`src/rtl/ad366x_deser.sv`:
```
// ad366x_deser: two-lane AD366x-style serial ADC deserializer with frame alignment and lock tracking.
// Define AD366X_PAD_CHECK_EN to build the pad-bit checker; otherwise pad_err_o is tied low.
module ad366x_deser #(
  parameter int LW       = 2,
  parameter int LOCK_CNT = 4,
  parameter int MISS_MAX = 2,
  parameter int ECW      = 16
) (
  input  logic           clk_i,
  input  logic           rstn_i,
  input  logic           fr_i,
  input  logic [LW-1:0]  da_i,
  input  logic [LW-1:0]  db_i,
  input  logic           clr_i,
  output logic [13:0]    dat_a_o,
  output logic [13:0]    dat_b_o,
  output logic           dat_vld_o,
  output logic           lock_o,
  output logic [ECW-1:0] err_cnt_o,
  output logic           pad_err_o
);
  localparam int PW = 16 / LW;
  localparam int GW = (PW > 1) ? $clog2(PW) : 1;
  localparam int CW = $clog2(LOCK_CNT + 1);
  localparam int MW = $clog2(MISS_MAX + 1);
  localparam logic [GW-1:0] G_LAST = GW'(PW - 1);
  localparam logic [CW-1:0] C_LOCK = CW'(LOCK_CNT);
  localparam logic [MW-1:0] M_MAX  = MW'(MISS_MAX);

  typedef enum logic [1:0] {HUNT = 2'd0, CHECK = 2'd1, LOCK = 2'd2} state_t;

  state_t         r_state, w_state_nx;
  logic [GW-1:0]  r_gcnt, w_gcnt_nx, w_gcnt_inc;
  logic [CW-1:0]  r_good, w_good_nx;
  logic [MW-1:0]  r_miss, w_miss_nx;
  logic           r_fr_q, w_trans, w_at_start, w_err_inc;
  logic [15:0]    r_sr_a, r_sr_b;
  logic           r_pend;

  // Alignment next-state: HUNT waits for an edge, CHECK counts on-time edges, LOCK tolerates misses
  always_comb begin
    w_trans    = fr_i ^ r_fr_q;
    w_at_start = (r_gcnt == {GW{1'b0}});
    w_gcnt_inc = (r_gcnt == G_LAST) ? {GW{1'b0}} : r_gcnt + GW'(1);
    w_state_nx = r_state;
    w_gcnt_nx  = w_gcnt_inc;
    w_good_nx  = r_good;
    w_miss_nx  = r_miss;
    w_err_inc  = 1'b0;
    case (r_state)
      HUNT: begin
        if (w_trans) begin
          w_gcnt_nx  = GW'(1);
          w_good_nx  = {CW{1'b0}};
          w_state_nx = CHECK;
        end else begin
          w_gcnt_nx  = {GW{1'b0}};
        end
      end
      CHECK: begin
        if (w_trans && w_at_start) begin
          w_good_nx = r_good + CW'(1);
          if (w_good_nx == C_LOCK) begin
            w_state_nx = LOCK;
            w_miss_nx  = {MW{1'b0}};
          end else begin
            w_state_nx = CHECK;
          end
        end else if (w_trans || w_at_start) begin
          w_state_nx = HUNT;
        end else begin
          w_state_nx = CHECK;
        end
      end
      LOCK: begin
        if (w_trans && w_at_start) begin
          w_miss_nx = {MW{1'b0}};
        end else if (w_trans || w_at_start) begin
          w_err_inc = 1'b1;
          w_miss_nx = r_miss + MW'(1);
          if (w_miss_nx == M_MAX) begin
            w_state_nx = HUNT;
            w_miss_nx  = {MW{1'b0}};
          end else begin
            w_state_nx = LOCK;
          end
        end else begin
          w_miss_nx = r_miss;
        end
      end
      default: begin
        w_state_nx = HUNT;
        w_gcnt_nx  = {GW{1'b0}};
      end
    endcase
  end

  // Alignment state, counters and registered lock flag
  always_ff @(posedge clk_i or negedge rstn_i) begin
    if (!rstn_i) begin
      r_state <= HUNT;
      r_gcnt  <= {GW{1'b0}};
      r_good  <= {CW{1'b0}};
      r_miss  <= {MW{1'b0}};
      r_fr_q  <= 1'b0;
      lock_o  <= 1'b0;
    end else begin
      r_state <= w_state_nx;
      r_gcnt  <= w_gcnt_nx;
      r_good  <= w_good_nx;
      r_miss  <= w_miss_nx;
      r_fr_q  <= fr_i;
      lock_o  <= (w_state_nx == LOCK);
    end
  end

  // Lane shift registers; after the last group is shifted in they hold the full 16-bit word
  always_ff @(posedge clk_i or negedge rstn_i) begin
    if (!rstn_i) begin
      r_sr_a <= 16'h0000;
      r_sr_b <= 16'h0000;
    end else begin
      r_sr_a <= {r_sr_a[15-LW:0], da_i};
      r_sr_b <= {r_sr_b[15-LW:0], db_i};
    end
  end

  // Saturating mismatch counter; clear has priority over a same-cycle increment
  always_ff @(posedge clk_i or negedge rstn_i) begin
    if (!rstn_i) begin
      err_cnt_o <= {ECW{1'b0}};
    end else if (clr_i) begin
      err_cnt_o <= {ECW{1'b0}};
    end else if (w_err_inc && (err_cnt_o != {ECW{1'b1}})) begin
      err_cnt_o <= err_cnt_o + ECW'(1);
    end else begin
      err_cnt_o <= err_cnt_o;
    end
  end

  // Word output: r_pend marks a completed word, which is presented one edge later
  always_ff @(posedge clk_i or negedge rstn_i) begin
    if (!rstn_i) begin
      r_pend    <= 1'b0;
      dat_vld_o <= 1'b0;
      dat_a_o   <= 14'h0000;
      dat_b_o   <= 14'h0000;
    end else begin
      r_pend    <= (r_state == LOCK) && (r_gcnt == G_LAST);
      dat_vld_o <= r_pend;
      if (r_pend) begin
        dat_a_o <= r_sr_a[15:2];
        dat_b_o <= r_sr_b[15:2];
      end else begin
        dat_a_o <= dat_a_o;
        dat_b_o <= dat_b_o;
      end
    end
  end

`ifdef AD366X_PAD_CHECK_EN
  // Pad bits of an emitted word must be zero on both lanes
  always_ff @(posedge clk_i or negedge rstn_i) begin
    if (!rstn_i) begin
      pad_err_o <= 1'b0;
    end else begin
      pad_err_o <= r_pend && ((r_sr_a[1:0] != 2'b00) || (r_sr_b[1:0] != 2'b00));
    end
  end
`else
  assign pad_err_o = 1'b0;
`endif

endmodule

```
`config.mk`:
```
export PLATFORM = sky130hd
export DESIGN_NAME = ad366x_deser
export DESIGN_NICKNAME = d
export VERILOG_FILES = /design/src/rtl/ad366x_deser.sv
export SDC_FILE = /design/constraint.sdc
export NUM_CORES = 1
export LEC_CHECK = 0
export ABC_AREA = 1
export ABC_CLOCK_PERIOD_IN_PS = 3200
export CELL_PAD_IN_SITES_DETAIL_PLACEMENT = 0
export CELL_PAD_IN_SITES_GLOBAL_PLACEMENT = 2
export CORE_MARGIN = 1
export CORE_UTILIZATION = 38
export DETAILED_ROUTE_END_ITERATION = 16
export HOLD_SLACK_MARGIN = 0.02
export PLACE_DENSITY_LB_ADDON = 0.1
export SYNTH_ARGS = -nofsm -noshare
export SYNTH_HDL_FRONTEND = slang
export SYNTH_SLANG_ARGS = --single-unit
```
`constraint.sdc`:
```
create_clock -name clk_i -period 3.2 [get_ports clk_i]
set_clock_uncertainty 0.05 [all_clocks]
set_input_delay 0.8 -clock clk_i [delete_from_list [all_inputs] [get_ports clk_i]]
set_output_delay 0.8 -clock clk_i [all_outputs]
set_load 0.01 [all_outputs]
```
[Word-level counts from Yosys, hierarchy flattened]
Index checks and enable logic that the tools add are counted.
Word-level totals
  register bits: 90
  logic and storage cells: 66
  memory bits (writable): 0
  output and inout port bits: 47
  memories kept: 0
  input port bits: 8
  latch bits: 0
  ROM bits: 0
Operators by class
  multipliers: 0
  magnitude comparators: 0
  eq/ne operators: 11
  reductions and logical operators: 12
  $add $sub $neg: 4
  mux-type cells: 25
  divide/modulo/power cells: 0
  shift-type cells: 0
  bitwise gates (word level): 1
Operator list (number)
  16-bit two-way mux: 2
  2-bit two-way mux: 11
  16-bit by 1-bit adder with 16-bit output (second input constant): 1
  16-bit inequality test (second input constant): 1
  3-bit one-hot mux with 2 select lines: 2
  3-bit two-way mux: 3
  3-bit by 1-bit adder with 3-bit output (second input constant): 2
  2-bit == test (second input constant): 3
  3-bit == test (second input constant): 2
  2-bit inequality test (second input constant): 3
  2-bit one-hot mux with 3 select lines: 1
  2-bit nonzero test: 3
  1-bit two-way mux: 5
  2-bit one-hot mux with 2 select lines: 1
  4-bit AND reduction: 1
  1-bit logical AND: 3
  3-bit logical NOT: 1
  3-bit inequality test (second input constant): 1
  3-bit AND reduction: 1
  2-bit by 1-bit adder with 2-bit output (second input constant): 1
  2-bit by 1-bit == test with 1-bit output (second input constant): 1
  2-bit logical NOT: 1
  2-bit OR reduction: 1
  1-bit logical OR: 1
  1-bit bitwise XOR: 1

[Longest topological paths before layout]
Gate-level depths: netlist of the first run.
  depth in word-level cells: 8
  gate-level depth with buffers: 12
  mapped depth without buffers: 12

[Least setup slack after synthesis of the first run]
OpenSTA, ideal clock, no wires.
  kind: input to register
  start: in fr_i
  end: reg err_cnt_o[8]
  data required time: 3084 ps
  buffers on the path: 1
  slack: 1042 ps
  library setup time: 66 ps
  cell stages on the path: 8
  data arrival time: 2042 ps
  cells stage by stage: xor2_1 inv_1 ha_1 nand2_1 nor2_2 buf_2 nand4_1 nand2_1
Between the ends
  longest elaborated chain between the ends: 7
  elaborated cells on any way between the ends: 8
  those cells by class: mux (3); bitwise (1); reduce/logical (4)
Ends and longest elaborated chain
  start, declared: RTL line 11  | input logic fr_i,
  1-bit bitwise XOR (*): RTL line 42  | w_trans = fr_i ^ r_fr_q;
  1-bit logical OR: RTL line 78  | end else if (w_trans || w_at_start) begin
  1-bit two-way mux: RTL line 78
  1-bit two-way mux (*): RTL line 76  | if (w_trans && w_at_start) begin
  1-bit two-way mux (*): RTL line 50  | case (r_state)
  1-bit logical AND (*): RTL line 134  | end else if (w_err_inc && (err_cnt_o != {ECW{1'b1}})) begin
  2-bit nonzero test (no source line) (*)
  end signal, assigned: RTL line 133  | err_cnt_o <= {ECW{1'b0}};
  end signal, assigned: RTL line 135  | err_cnt_o <= err_cnt_o + ECW'(1);
  end signal, assigned: RTL line 137  | err_cnt_o <= err_cnt_o;
  end, declared: RTL line 19  | output logic [ECW-1:0] err_cnt_o,
Mark *: on every way between the ends. The rest lies on a longest branch, timed or not.
A chain may end at the register's enable or synchronous reset.

[Worst setup path after layout of the first run]
Ends and elaborated chain as after synthesis.

==> results of run 1 <==
==> Yosys cell counts (2+ instances only) <==
library cell	count	share of area
o21a_1	2	0.0041
nor2_4	3	0.0092
mux2_2	28	0.086
nand2_1	77	0.079
inv_1	24	0.024
xor2_1	8	0.019
nor2_2	2	0.0034
a21oi_1	4	0.0054
nor2_1	26	0.027
o21bai_1	3	0.0061
o21ai_0	9	0.012
nand4_1	12	0.020
dfrtp_1	90	0.61
nand3_1	15	0.020
ha_1	13	0.044
buf_2	4	0.0054
==> stage by stage <==
stage	std cells	power, mW	util	hold slack, ps	worst slack, ps
CTS	527	2.29	0.490	301	743
finish	527	2.25	0.490	299	734
global placement	512	1.53	0.469	285	421
detailed placement	512	1.53	0.469	285	368
floorplan	332	1.43	-	281	1040
global route	527	2.38	0.490	306	586
==> critical path: cells and delay by family <==
kind                     cells  cell delay [ps]
buffers and inverters        3              870
AND/OR/NAND/NOR              4              500
adder cells (fa/ha/maj)      1              290
XOR/XNOR                     1              240
==> layout make-up <==
cell class / instances / area [um2]
inverters: 25 / 93.8
multi-input cells: 210 / 1290
well taps: 129 / 161
clock inverters: 6 / 68.8
clock buffers: 9 / 124
repair buffers: 58 / 578
fillers: 894 / 4760
flip-flops and latches: 90 / 2250
==> final timing paths <==
kind                       startpoint           end
setup reg to reg            r_gcnt[0]  err_cnt_o[8]
hold / removal              r_sr_b[0]     r_sr_b[2]
hold reg to reg             r_sr_b[0]     r_sr_b[2]
min in group asynchronous      rstn_i    r_sr_a[14]
max in group asynchronous      rstn_i     r_sr_b[1]
setup / recovery                 fr_i  err_cnt_o[8]
==> cells by family (layout without fill, tap and decap cells) <==
| family | count (synthesis) | in the layout | share of synthesized area |
|---|---|---|---|
| buffers and inverters | 32 | 98 | 0.0370 |
| and+or+nand+nor | 141 | 141 | 0.171 |
| other | 1 | 1 | 0.00102 |
| DFF | 90 | 90 | 0.612 |
| adders and majority gates | 13 | 13 | 0.0442 |
| xor gates and xnor gates | 9 | 9 | 0.0214 |
| muxes | 28 | 28 | 0.0857 |
| AOI/OAI and AO/OA | 18 | 18 | 0.0279 |
==> power groups by stage <==
stage	Clock, mW	Sequential (mW)	Combinational, mW
3_5_place_dp	0	1.24	0.282
4_1_cts	0.785	1.22	0.283
2_1_floorplan	0	1.24	0.196
6_report	0.747	1.22	0.278
5_1_grt	0.830	1.23	0.324
3_3_place_gp	0	1.24	0.282
==> state kept, by name (all words and copies together), names as in the netlist <==
register and flops:
lock_o 1, r_fr_q 1, dat_b_o 14, dat_vld_o 1, r_state 2, r_sr_a 16
r_gcnt 3, r_pend 1, r_miss 2, dat_a_o 14, r_sr_b 16, err_cnt_o 16
r_good 3
==> routing by layer <==
| metal | part of all wire | up-vias | track usage |
|---|---|---|---|
| li1 | - | 1200 | - |
| met4 | 0.0052 | 0 | 0.0446 |
| met5 | 0 | - | 0 |
| met3 | 0.035 | 2 | 0.0411 |
| met2 | 0.46 | 47 | 0.234 |
| met1 | 0.50 | 1180 | 0.203 |
==> metrics.yaml, run 1 <==
gr-total-overflow: 0
cap_violations: 0
cts_sinks: 90
dr.pass1.iters: 4
crit_fanout: 10
pin_count: 55
dieArea_um2: 10100
grt_max_degree: 49
routedWlPerCell_um: 13.0
setup_violations: 0
viasPerCell: 4.61
arrival_ps: 2690
fmax_mhz: 406
grt_pass1_vias: 2419
grt_first_pass_wirelength_um: 11600
ys_types: 28
syn_avg_cell_area_um2: 11.1
cts_buffer_depth: 2
die_h_um: 100
p_sw_frac: 0.264
required_ps: 3420
async_reset_ff_frac: 1.00
grt_use_total: 0.149
synth_edf_count: 0
p_int_mw: 1.65
syn_nets: 353
cts_htree_levels: 3
p_switching_mw: 0.593
synthFlopType: "dfrtp_1"
final_cell_area_um2: 4570
slew-limit-headroom: 0.615
cts_tree: "done"
postCtsResizedCells: 0
via_count: 2429
clock_latency_ps: 340
slowest_stage: "clkdlybuf4s50_1"
path_cells: "clkdlybuf4s50_1 -> xor2_1 -> inv_1 -> ha_1 -> nand2_1 -> nor2_2 -> buf_4 -> nand4_1 -> nand2_1"
cts_root_buf: "clkbuf_8"
critPathMaxStageDelay_ps: 490
area_growth_pct: 24.2
postCtsHoldBufs: 0
drv_slew: 0
start_util: 0.395
drc_errors: 0
final_common_cell: "dfrtp_1"
yosys_warnings: 0
hold_viol: 0
globalplace.congestion: 0.766
finalCritPeriodShare: 0.771
peakVddDrop_uv: 267
rsz0062_at_grt: "no"
ant_nets: 0
p_clk_frac: 0.333
drtIter0Drc: 69
grt_antenna_before_repair: 0
power.density_nw_per_um2: 491
io_buffers: 53
drive_gt1_frac: 0.148
cp-end-kind: "register"
worstMarginPinSlew_ps: 578
min_path_cells: 0
p_leak_nw: 2.17
min_path_type: "register to register"
cts_buffers: 9
hpwl_um: 4780
worstRegToRegCells: 11
sequentialPowerShare: 0.544
core-area_um2: 9330
worstSetupStartpointType: "input port"
comb_power_share: 0.124
die-width_um: 100
ys_seq_area_frac: 0.612
path_clk_slew_ps: 80
fin_crit_ps: 2470
path_class: "input port to register"
dpl_cell_area_um2: 4380
status: "complete, no violations"
wl_um: 6870
ys_ff_latch: 90
finalNetCount: 415
syn_area_um2: 3680
cpMostUsedCell: "nand2_1"
cts_setup_buffers: 0
final_cell_mix: "90 x dfrtp_1, 77 x nand2_1, 52 x clkdlybuf4s50_1"
synthCells: 332
setup_tns_ps: 0
rows: 35
r2r_slack_ps: 1130
diodes: 0
Power figures use the tool's default switching activity.
==> run 2: changes to the inputs <==
--- a/config.mk
+++ b/config.mk
@@ -6,11 +6,11 @@
 export NUM_CORES = 1
 export LEC_CHECK = 0
 export ABC_AREA = 1
-export ABC_CLOCK_PERIOD_IN_PS = 3200
+export ABC_CLOCK_PERIOD_IN_PS = 2300
 export CELL_PAD_IN_SITES_DETAIL_PLACEMENT = 0
 export CELL_PAD_IN_SITES_GLOBAL_PLACEMENT = 2
 export CORE_MARGIN = 1
-export CORE_UTILIZATION = 38
+export CORE_UTILIZATION = 35
 export DETAILED_ROUTE_END_ITERATION = 16
 export HOLD_SLACK_MARGIN = 0.02
 export PLACE_DENSITY_LB_ADDON = 0.1
==> constraint.sdc (replaced) <==
create_clock -name clk_i -period 2.3 [get_ports clk_i]
set_clock_uncertainty 0.05 [all_clocks]
set_input_delay 0.575 -clock clk_i [delete_from_list [all_inputs] [get_ports clk_i]]
set_output_delay 0.575 -clock clk_i [all_outputs]
set_load 0.01 [all_outputs]
==> metrics.yaml, run 2 (same netlist as run 1, synthesis figures left out) <==
clock_latency_ps: 360
power.density_nw_per_um2: 683
globalRouteMet1Util: 0.202
dieArea_um2: 10900
min_path_type: "input port to asynchronous set/reset pin"
worstRegToRegCells: 11
finalCritPeriodShare: 0.898
postCtsResizedCells: 0
slowest_stage: "clkdlybuf4s50_1"
top_regs: "err_cnt_o: 16 flops, r_sr_a: 16 flops, r_sr_b: 16 flops"
cts_buffers: 9
pre_cts_ws_ps: -114
drv_slew: 0
path_class: "register to output port"
p_leak_nw: 2.21
worstSetupStartpointType: "register"
rows: 37
start_util: 0.358
dp_cells: 528
finalNetCount: 424
cts_sinks: 90
cp.depth: 1
peakVddDrop_uv: 439
path_cells: "clkdlybuf4s50_1"
cap_violations: 0
cts_root_buf: "clkbuf_8"
pin_count: 55
io_buffers: 53
setup_violations: 0
drc_errors: 0
grt_first_pass_wirelength_um: 12500
required_ps: 1670
final_cell_mix: "90 x dfrtp_1, 77 x nand2_1, 52 x clkdlybuf4s50_1"
diodes: 0
arrival_ps: 1440
postCtsHoldBufs: 0
path_clk_slew_ps: 90
timing.rr.start: "r_gcnt[0]"
crit_fanout: 6
grt_max_degree: 40
final_common_cell: "dfrtp_1"
fin_total_pwr_mw: 3.18
ant_nets: 0
r2r_slack_ps: 340
viasPerCell: 4.56
drive_gt1_frac: 0.164
timing.final.ws_setup_ps: 234
slew-limit-headroom: 0.664
grt_use_total: 0.147
busiest_layer: "met2"
grt_antenna_before_repair: 0
core-area_um2: 10300
grtUsageMet3: 0.0262
cts_buffer_depth: 2
cp-startpoint: "err_cnt_o[2]"
cts_setup_buffers: 0
stdcell_count: 544
fin_crit_ps: 2070
hold_viol: 0
cts_htree_levels: 3
endpoint: "err_cnt_o[2]"
cts_tree: "done"
critPathMaxStageDelay_ps: 600
globalplace.congestion: 0.758
area_growth_pct: 26.3
drtIter0Drc: 95
cpLargestDelayFamily: "buffers and inverters"
reg2reg_to: "err_cnt_o[0]"
grt_pass1_vias: 2520
crit_buf_inv: 1
rsz0062_at_grt: "no"
fmax_mhz: 484
die_h_um: 105
routedWlPerCell_um: 13.0
die-width_um: 105
via_count: 2480
met2_usage: 0.224
status: "complete, no violations"
worstMarginPinSlew_ps: 503
gr-total-overflow: 0
dr.pass1.iters: 4
cp-end-kind: "output port"
hpwl_um: 4990
wl_um: 7050
==> run 2: per-stage QoR <==
stage	hold WS (ps)	utilization	cell area, um2	TNS, ps
after floorplan	229	-	3680	0
after global placement	283	0.433	4450	-1040
after detailed placement	287	0.433	4450	-1540
after CTS	134	0.452	4650	0
after global routing	157	0.452	4650	0
final	132	0.452	4650	0
==> run 2: layout make-up <==
| type | instances | area (um2) |
|---|---|---|
| Clock inverter | 5 | 62.6 |
| Clock buffer | 11 | 131 |
| Tap cell | 136 | 170 |
| Fill cell | 997 | 5630 |
| Timing Repair Buffer | 67 | 646 |
| Multi-Input combinational cell | 210 | 1290 |
| Inverter | 25 | 93.8 |
| Sequential cell | 90 | 2250 |
==> run 2: worst min-delay path by stage <==
stage | startpoint | to
finish | rstn_i | r_sr_a[10]
detailed placement | r_sr_b[1] | r_sr_b[3]
global placement | r_sr_b[1] | r_sr_b[3]
global route | rstn_i | r_sr_a[3]
CTS | rstn_i | r_sr_a[10]
floorplan | rstn_i | dat_a_o[0]
==> run 2: per-layer routing <==
layer,up-vias,wire length (um)
met1,1208,3460
met3,12,237
met5,-,0
met2,47,3190
met4,0,161
li1,1213,-
==> run 2: report_power, final <==
| group | switching, mW | total, mW | internal [mW] |
|---|---|---|---|
| registers | 0.0461 | 1.70 | 1.65 |
| clock network | 0.560 | 1.07 | 0.509 |
| logic | 0.242 | 0.407 | 0.165 |
| total | 0.848 | 3.18 | 2.33 |
